## config.mk

```make
export PLATFORM = sky130hd
export DESIGN_NAME = div_sequencer
export DESIGN_NICKNAME = d
export VERILOG_FILES = /design/src/rtl/div_sequencer.sv
export SDC_FILE = /design/constraint.sdc
export NUM_CORES = 1
export LEC_CHECK = 0
export BUFFER_PORTS_ARGS = -buffer_cell sky130_fd_sc_hd__clkbuf_2
export CAP_MARGIN = 10
export CORE_ASPECT_RATIO = 1.2
export CORE_MARGIN = 5
export CORE_UTILIZATION = 45
export DETAILED_ROUTE_END_ITERATION = 12
export PLACE_DENSITY = 0.66
export SYNTH_ARGS = -nofsm -noshare
export SYNTH_HDL_FRONTEND = slang
export SYNTH_SLANG_ARGS = --single-unit
export TNS_END_PERCENT = 5
```

## constraint.sdc

```tcl
create_clock -name CLK -period 3.6 [get_ports CLK]
set_input_delay 0.36 -clock CLK [delete_from_list [all_inputs] [get_ports CLK]]
set_output_delay 0.36 -clock CLK [all_outputs]
set_load 0.005 [all_outputs]
```

## src/rtl/div_sequencer.sv

```systemverilog
// div_sequencer: multi-cycle RV32M DIV/DIVU/REM/REMU controller.
// It runs a radix-2 restoring shift/subtract loop for XLEN iterations.
// Operands are converted to magnitudes on entry and the signs are fixed up
// in a single FIX cycle. Divide-by-zero and signed overflow skip the loop.
module div_sequencer #(
  parameter int XLEN = 32
) (
  input  logic            CLK,
  input  logic            RESET_N,
  input  logic            START,
  input  logic [1:0]      DIV_OP,
  input  logic [XLEN-1:0] DATA1,
  input  logic [XLEN-1:0] DATA2,
  input  logic            FLUSH,
  output logic            BUSY,
  output logic            DONE,
  output logic [XLEN-1:0] RESULT
);

  localparam int CW = $clog2(XLEN);
  localparam logic [XLEN-1:0] ONE  = {{(XLEN-1){1'b0}}, 1'b1};
  localparam logic [XLEN-1:0] SMIN = {1'b1, {(XLEN-1){1'b0}}};

  typedef enum logic [1:0] {S_IDLE, S_CALC, S_FIX, S_DONE} state_t;

  state_t          state_q, state_d;
  logic [1:0]      op_q, op_d;          // op[0]=unsigned, op[1]=remainder
  logic [XLEN-1:0] dvd_q, dvd_d;        // dividend shifting out, quotient shifting in
  logic [XLEN-1:0] dvs_q, dvs_d;        // divisor magnitude
  logic [XLEN:0]   rem_q, rem_d;        // partial remainder
  logic [CW-1:0]   cnt_q, cnt_d;
  logic            qsign_q, qsign_d;
  logic            rsign_q, rsign_d;
  logic [XLEN-1:0] result_q, result_d;
  logic            busy_q, busy_d;
  logic            done_q, done_d;

  logic [XLEN:0]   rem_shift, rem_sub;
  logic            rem_ge;
  logic            signed_op, neg1, neg2;
  logic [XLEN-1:0] abs1, abs2, q_fix, r_fix;

  // Next-state, datapath step and registered-output decode
  always_comb begin
    state_d  = state_q;
    op_d     = op_q;
    dvd_d    = dvd_q;
    dvs_d    = dvs_q;
    rem_d    = rem_q;
    cnt_d    = cnt_q;
    qsign_d  = qsign_q;
    rsign_d  = rsign_q;
    result_d = result_q;

    // Shifting the whole accumulator keeps every bit observed; the top bit
    // is always zero because rem < divisor after each step.
    rem_shift = (rem_q << 1) | {{XLEN{1'b0}}, dvd_q[XLEN-1]};
    rem_sub   = rem_shift - {1'b0, dvs_q};
    rem_ge    = rem_shift >= {1'b0, dvs_q};

    signed_op = ~DIV_OP[0];
    neg1      = signed_op & DATA1[XLEN-1];
    neg2      = signed_op & DATA2[XLEN-1];
    abs1      = neg1 ? (~DATA1 + ONE) : DATA1;
    abs2      = neg2 ? (~DATA2 + ONE) : DATA2;

    q_fix = qsign_q ? (~dvd_q + ONE) : dvd_q;
    r_fix = rsign_q ? (~rem_q[XLEN-1:0] + ONE) : rem_q[XLEN-1:0];

    case (state_q)
      S_IDLE, S_DONE: begin
        if (START) begin
          op_d = DIV_OP;
          if (DATA2 == '0) begin
            result_d = DIV_OP[1] ? DATA1 : '1;
            state_d  = S_DONE;
          end else if (signed_op && DATA1 == SMIN && DATA2 == '1) begin
            result_d = DIV_OP[1] ? '0 : SMIN;
            state_d  = S_DONE;
          end else begin
            dvd_d   = abs1;
            dvs_d   = abs2;
            qsign_d = neg1 ^ neg2;
            rsign_d = neg1;
            rem_d   = '0;
            cnt_d   = CW'(XLEN-1);
            state_d = S_CALC;
          end
        end else begin
          state_d = S_IDLE;
        end
      end
      S_CALC: begin
        rem_d = rem_ge ? rem_sub : rem_shift;
        dvd_d = {dvd_q[XLEN-2:0], rem_ge};
        cnt_d = cnt_q - CW'(1);
        if (cnt_q == '0) state_d = S_FIX;
      end
      S_FIX: begin
        result_d = op_q[1] ? r_fix : q_fix;
        state_d  = S_DONE;
      end
      default: state_d = S_IDLE;
    endcase

    // Abort wins over everything, including a same-cycle START
    if (FLUSH) begin
      state_d  = S_IDLE;
      result_d = result_q;
    end

    busy_d = (state_d == S_CALC) || (state_d == S_FIX);
    done_d = (state_d == S_DONE);
  end

  // State and datapath registers
  always_ff @(posedge CLK or negedge RESET_N) begin
    if (!RESET_N) begin
      state_q  <= S_IDLE;
      op_q     <= '0;
      dvd_q    <= '0;
      dvs_q    <= '0;
      rem_q    <= '0;
      cnt_q    <= '0;
      qsign_q  <= 1'b0;
      rsign_q  <= 1'b0;
      result_q <= '0;
      busy_q   <= 1'b0;
      done_q   <= 1'b0;
    end else begin
      state_q  <= state_d;
      op_q     <= op_d;
      dvd_q    <= dvd_d;
      dvs_q    <= dvs_d;
      rem_q    <= rem_d;
      cnt_q    <= cnt_d;
      qsign_q  <= qsign_d;
      rsign_q  <= rsign_d;
      result_q <= result_d;
      busy_q   <= busy_d;
      done_q   <= done_d;
    end
  end

  assign BUSY   = busy_q;
  assign DONE   = done_q;
  assign RESULT = result_q;

endmodule
```

==> impl_results.md, run 1 <==
- Status: finished clean
- Area grow syn2layout: 15.2%
- Vias in the first global route: 10200
- Die area: 0.0279 sq mm
- Syn avg cell area: 8.01 sq um
- Worst-path cell chain: inv_1 -> ha_1 -> or3b_2 -> or4_1 -> or3_1 -> o41ai_1 -> xor2_1 -> nand2_1 -> a31oi_1 -> o31ai_2
- Setup violations, final: 0
- Mapped Area: 0.0111 sq mm
- Area contributors post-synth: dfrtp_1 (32%), o21ai_0 (7.3%), xnor2_1 (6.9%)
- Layout cells sized above 1: 15.3%
- Most frequent cell after synthesis: o21ai_0
- Worst-Margin Slew: 1020 ps
- Sw Share: 43.8%
- Die height: 182 microns
- CP endpoint kind: register
- Fraction of the yosys area taken by sequential cells: 31.6%
- Hold Fails Final Rpt: 0
- Post-Syn Nets: 1498
- Grt met1 use: 31.2%
- Residual DRC: 0
- Clock Path Buffers: 2
- Ys flop type: dfrtp_1
- Worst Clk Skew: 10.8 ps
- Largest family of logic cells by synthesized area: compound AO/OA/AOI/OAI gates
- Chip Width: 153 microns
- Max-slew headroom: 32.1%
- Synth Area in Compound Gates: 25.7%
- Hold crit path type: primary input to asynchronous set/reset pin
- Critical Path RT: 3910 ps
- Number of max-cap violations: 0
- Highest cell delay on the worst timing path: 560 ps
- DR WL/cell: 18.2 microns
- Hold_buf cts: 0
- Yosys top cell area share: 31.6%
- Post-synthesis cell count: 1385
- Synth area leader: dfrtp_1
- CTS clk-pin slew, worst paths: 70 ps
- Total gr overflow: 0
- Post-Synth XOR/XNOR Area: 11.4%
- Initial Utilization: 45.2%
- Initial antenna violation count: 1
- Clk Latency, worst-skew pair: 430 ps
- # nets final: 1599
- Post-synth EDFFs: 0
- Power density cells: 692 mW/mm^2
- Synth cell types: 73
- M3 GR Usage: 3.34%
- Core area: 0.0245 sq mm
- Sequential Power Share: 30.6%
- CTS root buffer: clkbuf_16
- ANT cells: 0
- CTS tree: done
- Final slew viol count: 0
- Internal power: 4.97 mW
- Detailed-router iteration count before antenna repair: 6
- Fin util: 52.1%
- Crit-path max FO: 7
- Tot GR Track Use: 23.9%
- Vias: 10700
- Final Cycle Share: 93.3%
- Crit path DAT: 3670 ps
- Total routed wirelength: 33200 microns
- Register bit total from synthesis: 140
- Slowest cell on crit path: or4_1
- H-tree Lvls: 4
- Top Usage Layer GRT: met2
- Psw: 3.87 mW
- Lkg Pwr: 5.51 nW
- GR met2 Demand/Resource: 39.2%
- HPWL Detailed: 25900 microns
- ANT nets after route: 0
- Combinational Power Share: 49.1%
- First-pass GRT wire length: 54100 microns
- Post-synth top cells: o21ai_0 (161), nand2_1 (142), dfrtp_1 (140)
- Max Fclk: 298 MHz
- Via density: 5.89
- Starting DRT DRC Count: 860
- Routability Congestion: 0.966
- Setup repair bufs after CTS: 0
- Synth async-reset ratio: 100%
- Row Count: 63
- Adder-cell area share of the yosys netlist: 4.92%
- Yosys synthesis warning count: 0
- # IOs: 104
- CTS sink count: 140
- Largest net degree at the start of global routing: 87
- Mux share of post-synthesis cell area: 2.23%
- Worst VDD drop: 0.258 mV
- Clock network power share: 20.3%
- Setup TNS Final: 0 ps
- Final min period: 3360 ps
- IO buf count: 103
- Synth Area in Simple Gates: 18.8%
- CP Launch Type: register
- Post-CTS sizing: 0
- Clock buffer count from CTS: 17
- Fill count: 2334
- CP Class: register to register
- RSZ-0062 raised after global routing: no
per-layer routing:
metal  wire length [microns]  share of wire, %
met1                   14000                42
met5                      21             0.063
met3                    2330               7.0
met4                    1360               4.1
met2                   15500                47
cell families after synthesis:
| logic type | Yosys count |
|---|---|
| XOR/XNOR | 144 |
| buffers and inverters | 146 |
| flip-flops | 140 |
| adder cells (fa/ha/maj) | 43 |
| AND/OR/NAND/NOR | 431 |
| multiplexers | 24 |
| AO/OA/AOI/OAI | 457 |
power groups by stage:
| stage | Sequential (mW) | Clock (mW) | Combinational (mW) |
|---|---|---|---|
| 3_5_place_dp | 2.72 | 0 | 4.29 |
| 5_1_grt | 2.79 | 1.90 | 4.82 |
| 2_1_floorplan | 2.48 | 0 | 3.19 |
| 3_3_place_gp | 2.70 | 0 | 4.24 |
| 6_report | 2.70 | 1.80 | 4.34 |
| 4_1_cts | 2.70 | 1.82 | 4.32 |
stage by stage:
step,total power [mW],instance area (sq um),worst slack (ps),hold WS [ps],std cells
after floorplan,5.68,11100,428,64.4,1385
after global placement,6.95,12200,255,473,1792
after detailed placement,7.02,12200,204,474,1792
after CTS,8.84,12800,228,21.6,1824
after global routing,9.52,12800,53.8,66.4,1824
final,8.84,12800,241,1.68,1824
critical path, delay by kind of cell (launching register included):
family                     cells  cell delay [ps]
AOI/OAI and AO/OA              3              700
xor gates and xnor gates       1              210
adders and majority gates      1              160
buffers and inverters          1              110
DFF                            1              470
and+or+nand+nor                4             1580
sequential cells by signal, indices dropped and copies added (netlist names):
name,cells
RESULT,32
dvd_q,32
dvs_q,32
rem_q,32
cnt_q,5
state_q,2
BUSY,1
DONE,1
op_q,1
qsign_q,1
rsign_q,1
layout make-up:
cell class                 count  area, sq um  area share, %
multi-input combinational   1099         7000           54.8
sequential                   140         3500           27.4
timing repair buffer         167         1040           8.14
clock buffer                  19          453           3.55
tap                          325          407           3.18
inverter                      61          229           1.79
clock inverter                13          140           1.10
cells in the final DEF (no fill, tap or decap), types with 27 or more instances in the layout:
master    netlist  final
o21ai_0       161    161
nand2_1       142    142
dfrtp_1       140    140
nor2_1        121    121
a21oi_1       104    104
clkbuf_2        0    102
xnor2_1        88     88
inv_1          61     61
buf_4           4     61
xor2_1         56     56
ha_1           42     41
nor3_1         34     34
a31oi_1        27     27
o31ai_1        27     27
path summary, 6_finish.rpt:
check,slack [ps],cells past startpoint,endpoint,start
min,2,1,dvd_q[10]$_DFFE_PN0P_,RESET_N
max in group asynchronous,2800,2,RESULT[28]$_DFFE_PN0P_,RESET_N
min in group CLK,210,2,state_q[0]$_DFF_PN0_,FLUSH
max,240,10,RESULT[28]$_DFFE_PN0P_,rem_q[0]$_DFFE_PN0P_
max reg2reg,240,10,RESULT[28]$_DFFE_PN0P_,rem_q[0]$_DFFE_PN0P_
min reg2reg,480,2,RESULT[22]$_DFFE_PN0P_,RESULT[22]$_DFFE_PN0P_
No activity file was read; power rests on OpenSTA's default activity.
==> inputs of run 2 (changes only) <==
- PLACE_DENSITY: 0.66 -> 0.68
==> run 2 against run 1 <==
Effect of this change: via count up 0.14%; maximum frequency increased by 0.47%; routed wire length grew 0.53%; sequential share of layout area is essentially flat; clock skew rose by 1.1 ps; first-iteration DRC count increased by 4.3%; critical path depth unchanged; cell count fell by 0.22%; non-clock buffer count down 4; clock power rose by 4%; die area is the same; sequential power hardly changed.
==> impl_results.md, run 2 (synthesis gave the netlist of run 1 again) <==
- Status: finished clean (unchanged)
- Area after DPL: 0.0121 sq mm (was 0.0122 sq mm)
- Final Cycle Share: 92.9% (was 93.3%)
- ANT nets after route: 0 (unchanged)
- ANT cells: 0 (unchanged)
- Setup TNS Final: 0 ps (unchanged)
- HPWL Detailed: 25800 microns (was 25900 microns)
- CP Launch Type: register (unchanged)
- CP Class: register to register (unchanged)
- Commonest non-fill, non-tap cells in the layout: o21ai_0 (161), nand2_1 (142), dfrtp_1 (140), nor2_1 (121), a21oi_1 (104) (unchanged)
- Setup repair bufs after CTS: 0 (unchanged)
- Via density: 5.91 (was 5.89)
- Power density cells: 698 mW/mm^2 (was 692 mW/mm^2)
- DR WL/cell: 18.4 microns (was 18.2 microns)
- Crit path DAT: 3640 ps (was 3670 ps)
- Most common cell after layout, fill and taps aside: o21ai_0 (unchanged)
- Die height: 182 microns (unchanged)
- DP Cell Count: 1788 (was 1792)
- CTS root buffer: clkbuf_16 (unchanged)
- Clk Latency, worst-skew pair: 430 ps (about the same)
- H-tree Lvls: 4 (unchanged)
- Max Fclk: 299 MHz (was 298 MHz)
- CTS sink count: 140 (unchanged)
- Initial Utilization: 45.2% (unchanged)
- # nets final: 1595 (was 1599)
- Total power: 8.91 mW (was 8.84 mW)
- Setup violations, final: 0 (unchanged)
- Die area: 0.0279 sq mm (unchanged)
- Largest net degree at the start of global routing: 112 (was 87)
- Number of max-cap violations: 0 (unchanged)
- CTS tree: done (unchanged)
- Detailed-router iteration count before antenna repair: 7 (was 6)
- Vias: 10800 (was 10700)
- Critical Path RT: 3900 ps (was 3910 ps)
- Row Count: 63 (unchanged)
- Clock buffer count from CTS: 17 (unchanged)
- Post-CTS sizing: 0 (unchanged)
- Max-slew headroom: 29.8% (was 32.1%)
- Worst-Margin Slew: 1050 ps (was 1020 ps)
- CTS clk-pin slew, worst paths: 70 ps (about the same)
- Initial antenna violation count: 0 (was 1)
- Layout Cell Area excl Fill: 0.0128 sq mm (about the same)
- CP endpoint kind: register (unchanged)
- Area grow syn2layout: 15.0% (was 15.2%)
- Post-Layout Cell Count: 1820 (was 1824)
- Worst VDD drop: 0.259 mV (was 0.258 mV)
- Hold Fails Final Rpt: 0 (unchanged)
- Core area: 0.0245 sq mm (unchanged)
- Hold crit path type: primary input to asynchronous set/reset pin (unchanged)
- Fin util: 52.0% (was 52.1%)
- Total gr overflow: 0 (unchanged)
- Chip Width: 153 microns (unchanged)
- Residual DRC: 0 (unchanged)
- RSZ-0062 raised after global routing: no (unchanged)
- Layout cells sized above 1: 15.1% (was 15.3%)
- Final min period: 3340 ps (was 3360 ps)
- Starting DRT DRC Count: 897 (was 860)
- IO buf count: 103 (unchanged)
- # IOs: 104 (unchanged)
- Fill count: 2389 (was 2334)
- Lkg Pwr: 5.51 nW (about the same)
- Total routed wirelength: 33400 microns (was 33200 microns)
- Worst Clk Skew: 11.9 ps (was 10.8 ps)
- Final slew viol count: 0 (unchanged)
- Vias in the first global route: 10400 (was 10200)
- Clock Path Buffers: 2 (unchanged)
- Hold_buf cts: 0 (unchanged)
- Tot GR Track Use: 23.7% (was 23.9%)
- Crit-path max FO: 6 (was 7)
- First-pass GRT wire length: 54300 microns (was 54100 microns)
- Routability Congestion: 0.925 (was 0.966)
run 2: worst max-delay path: stages, from the launching register on:
cell and delay, ps:
dfrtp_1 440, inv_1 110, ha_1 160, or3b_2 500
or4_1 590, or3_1 460, o41ai_1 380, xor2_1 180
nand2_1 80, a31oi_1 240, o31ai_2 80
run 2: cell type report:
cell class | instances | area [sq um] | area share [%]
tap | 325 | 407 | 3.19
clock buffer | 18 | 439 | 3.44
clock inverter | 14 | 183 | 1.43
sequential | 140 | 3500 | 27.5
multi-input combinational | 1099 | 7000 | 54.9
inverter | 61 | 229 | 1.79
timing repair buffer | 163 | 997 | 7.82
run 2: where the power goes:
group	internal (mW)	switching [mW]	total (mW)
Sequential	2.12	0.551	2.68
Clock	1.12	0.753	1.87
Combinational	1.77	2.58	4.36
run 2: worst paths after layout:
| path | from | end | slack, ps | depth (start not counted) |
|---|---|---|---|---|
| worst max-delay path | rem_q[1]$_DFFE_PN0P_ | RESULT[28]$_DFFE_PN0P_ | 260 | 10 |
| worst min-delay path | RESET_N | dvd_q[10]$_DFFE_PN0P_ | 80 | 1 |
| worst max register to register | rem_q[1]$_DFFE_PN0P_ | RESULT[28]$_DFFE_PN0P_ | 260 | 10 |
| worst min register to register | RESULT[5]$_DFFE_PN0P_ | RESULT[5]$_DFFE_PN0P_ | 490 | 2 |
| max in group asynchronous | RESET_N | dvs_q[29]$_DFFE_PN0P_ | 2640 | 2 |
| min in group CLK | FLUSH | state_q[0]$_DFF_PN0_ | 230 | 2 |
run 2: metal layers:
metal  part of all wire (%)  vias up  global-route usage, %
met5                      0        -                      0
met4                    3.0        0                   8.13
met3                    5.4       52                   3.29
met2                     48      366                   40.2
met1                     44     5126                   31.1
li1                       -     5210                      -
run 2: per-stage QoR:
stage	worst slack, ps	hold slack [ps]
CTS	271	143
global placement	254	471
finish	257	83.0
global route	50.0	182
detailed placement	213	474
floorplan	428	64.4
==> inputs of run 3 (changes only) <==
- CORE_MARGIN: 5 -> 3
- TNS_END_PERCENT: 5 -> unset
- clock period: 3.6 -> 4.1 ns (I/O delays scaled with it)
==> run 3 against run 2 <==
Effect of this change: maximum frequency is 3.9% lower; flip-flop and latch count stayed put; sequential share of layout area up 0.50 points; clock skew is 4.1 ps lower; critical endpoint is now rem_q[28]$_DFFE_PN0P_.
==> impl_results.md, run 3 (synthesis gave the netlist of run 1 again) <==
- First-pass GRT wire length: 52100 microns (was 54300 microns)
- Max Fclk: 287 MHz (was 299 MHz)
- Clk Latency, worst-skew pair: 430 ps (about the same)
- Setup violations, final: 0 (unchanged)
- Initial antenna violation count: 0 (unchanged)
- Row Count: 62 (was 63)
- ANT cells: 0 (unchanged)
- Commonest non-fill, non-tap cells in the layout: o21ai_0 (161), nand2_1 (142), dfrtp_1 (140), nor2_1 (121), a21oi_1 (104) (unchanged)
- HPWL Detailed: 25200 microns (was 25800 microns)
- Setup TNS Final: 0 ps (unchanged)
- Worst R2R Path Depth: 12 (was 10)
- Initial Utilization: 46.0% (was 45.2%)
- Crit path DAT: 3770 ps (was 3640 ps)
- ANT nets after route: 0 (unchanged)
- CTS root buffer: clkbuf_16 (unchanged)
- Tot GR Track Use: 24.6% (was 23.7%)
- Hold crit path type: primary input to asynchronous set/reset pin (unchanged)
- Post-CTS sizing: 0 (unchanged)
- Detailed-router iteration count before antenna repair: 6 (was 7)
- Chip Width: 149 microns (was 153 microns)
- Power density cells: 622 mW/mm^2 (was 698 mW/mm^2)
- Worst r2r dst: rem_q[28]$_DFFE_PN0P_ (was RESULT[28]$_DFFE_PN0P_)
- Die area: 0.0266 sq mm (was 0.0279 sq mm)
- Reg-to-reg setup timing slack: 620 ps (was 260 ps)
- Worst-Margin Slew: 989 ps (was 1050 ps)
- Total gr overflow: 0 (unchanged)
- Number of max-cap violations: 0 (unchanged)
- CTS tree: done (unchanged)
- CTS sink count: 140 (unchanged)
- # IOs: 104 (unchanged)
- Starting DRT DRC Count: 788 (was 897)
- Largest net degree at the start of global routing: 80 (was 112)
- Residual DRC: 0 (unchanged)
- Final min period: 3480 ps (was 3340 ps)
- Fin util: 51.9% (was 52.0%)
- CP Class: register to register (unchanged)
- R2r startpoint: dvd_q[31]$_DFFE_PN0P_ (was rem_q[1]$_DFFE_PN0P_)
- CP Launch Type: register (unchanged)
- H-tree Lvls: 4 (unchanged)
- Vias: 10600 (was 10800)
- Clock buffer count from CTS: 17 (unchanged)
- Crit-path max FO: 4 (was 6)
- Core area: 0.0241 sq mm (was 0.0245 sq mm)
- Status: finished clean (unchanged)
- Highest cell delay on the worst timing path: 490 ps (was 590 ps)
- Total routed wirelength: 32800 microns (was 33400 microns)
- Most common cell after layout, fill and taps aside: o21ai_0 (unchanged)
- Worst-path cell chain: inv_1 -> ha_1 -> inv_1 -> fa_1 -> a21o_1 -> a221oi_1 -> a311o_1 -> o31a_1 -> o21ai_0 -> a311oi_1 -> xor2_1 -> o21ai_0 (was inv_1 -> ha_1 -> or3b_2 -> or4_1 -> or3_1 -> o41ai_1 -> xor2_1 -> nand2_1 -> a31oi_1 -> o31ai_2)
- Hold_buf cts: 0 (unchanged)
- Worst Clk Skew: 7.77 ps (was 11.9 ps)
- Final slew viol count: 0 (unchanged)
- RSZ-0062 raised after global routing: no (unchanged)
- Clock Path Buffers: 2 (unchanged)
- Max-slew headroom: 33.9% (was 29.8%)
- Critical Path RT: 4390 ps (was 3900 ps)
- Area grow syn2layout: 13.0% (was 15.0%)
- CTS clk-pin slew, worst paths: 60 ps (was 70 ps)
- IO buf count: 103 (unchanged)
- CP endpoint kind: register (unchanged)
- Routability Congestion: 0.953 (was 0.925)
- Slowest cell on crit path: a221oi_1 (was or4_1)
- Vias in the first global route: 9808 (was 10400)
- Setup repair bufs after CTS: 0 (unchanged)
- Hold Fails Final Rpt: 0 (unchanged)
- Layout cells sized above 1: 13.1% (was 15.1%)
- DR WL/cell: 18.4 microns (about the same)
- # nets final: 1562 (was 1595)
- Final Cycle Share: 84.9% (was 92.9%)
- Lkg Pwr: 5.36 nW (was 5.51 nW)
- Worst VDD drop: 0.284 mV (was 0.259 mV)
- Die height: 178 microns (was 182 microns)
- Via density: 5.97 (was 5.91)
[run 3: changes by cell type in the layout (fill, tap and decap cells not counted), moves of 2 or more]
cell / change
inv_6: -2
clkinvlp_4: -2
buf_4: -33
bufinv_16: +2
[run 3: where the power goes]
part | internal, mW | switching, mW | total (mW)
sequential | 1.87 | 0.485 | 2.35
combinational | 1.47 | 2.23 | 3.70
clock | 1.10 | 0.644 | 1.74
total | 4.44 | 3.36 | 7.80
[run 3: layout make-up]
| class | instances | area (sq um) |
|---|---|---|
| Fill cell | 2327 | 11600 |
| Multi-Input combinational cell | 1099 | 7000 |
| Sequential cell | 140 | 3500 |
| Timing Repair Buffer | 130 | 741 |
| Clock buffer | 18 | 439 |
| Tap cell | 320 | 400 |
| Inverter | 61 | 229 |
| Clock inverter | 13 | 215 |
[run 3: routing by layer]
| layer | vias up | track usage, % | share of wire, % |
|---|---|---|---|
| li1 | 5148 | - | - |
| met1 | 5046 | 32.5 | 43 |
| met2 | 370 | 40.3 | 47 |
| met3 | 68 | 4.02 | 6.4 |
| met4 | 0 | 10.0 | 3.6 |
| met5 | - | 0 | 0 |
[run 3: worst max path at each step]
stage / startpoint / endpoint / slack, ps
global route: rem_q[23]$_DFFE_PN0P_ / rem_q[18]$_DFFE_PN0P_ / 410
global placement: DATA1[10] / RESULT[6]$_DFFE_PN0P_ / 530
floorplan: rem_q[22]$_DFFE_PN0P_ / rem_q[10]$_DFFE_PN0P_ / 930
CTS: rem_q[0]$_DFFE_PN0P_ / RESULT[28]$_DFFE_PN0P_ / 660
detailed placement: DATA1[6] / RESULT[9]$_DFFE_PN0P_ / 480
finish: dvd_q[31]$_DFFE_PN0P_ / rem_q[28]$_DFFE_PN0P_ / 620
[run 3: stage by stage]
step	cells	instance area (sq um)	setup slack, ps	hold WS, ps	power, mW
detailed placement	1749	11900	478	480	6.03
global route	1781	12500	407	70.6	8.38
CTS	1780	12500	662	41.7	7.79
floorplan	1385	11100	928	114	4.98
finish	1781	12500	621	11.1	7.80
global placement	1749	11900	531	470	5.97
[run 3: worst max-delay path: cells and delay by family, from the launching register on]
| family | cells | cell delay (ps) |
|---|---|---|
| xor gates and xnor gates | 1 | 160 |
| buffers and inverters | 2 | 150 |
| AOI/OAI and AO/OA | 7 | 2000 |
| adders and majority gates | 2 | 560 |
| DFF | 1 | 470 |
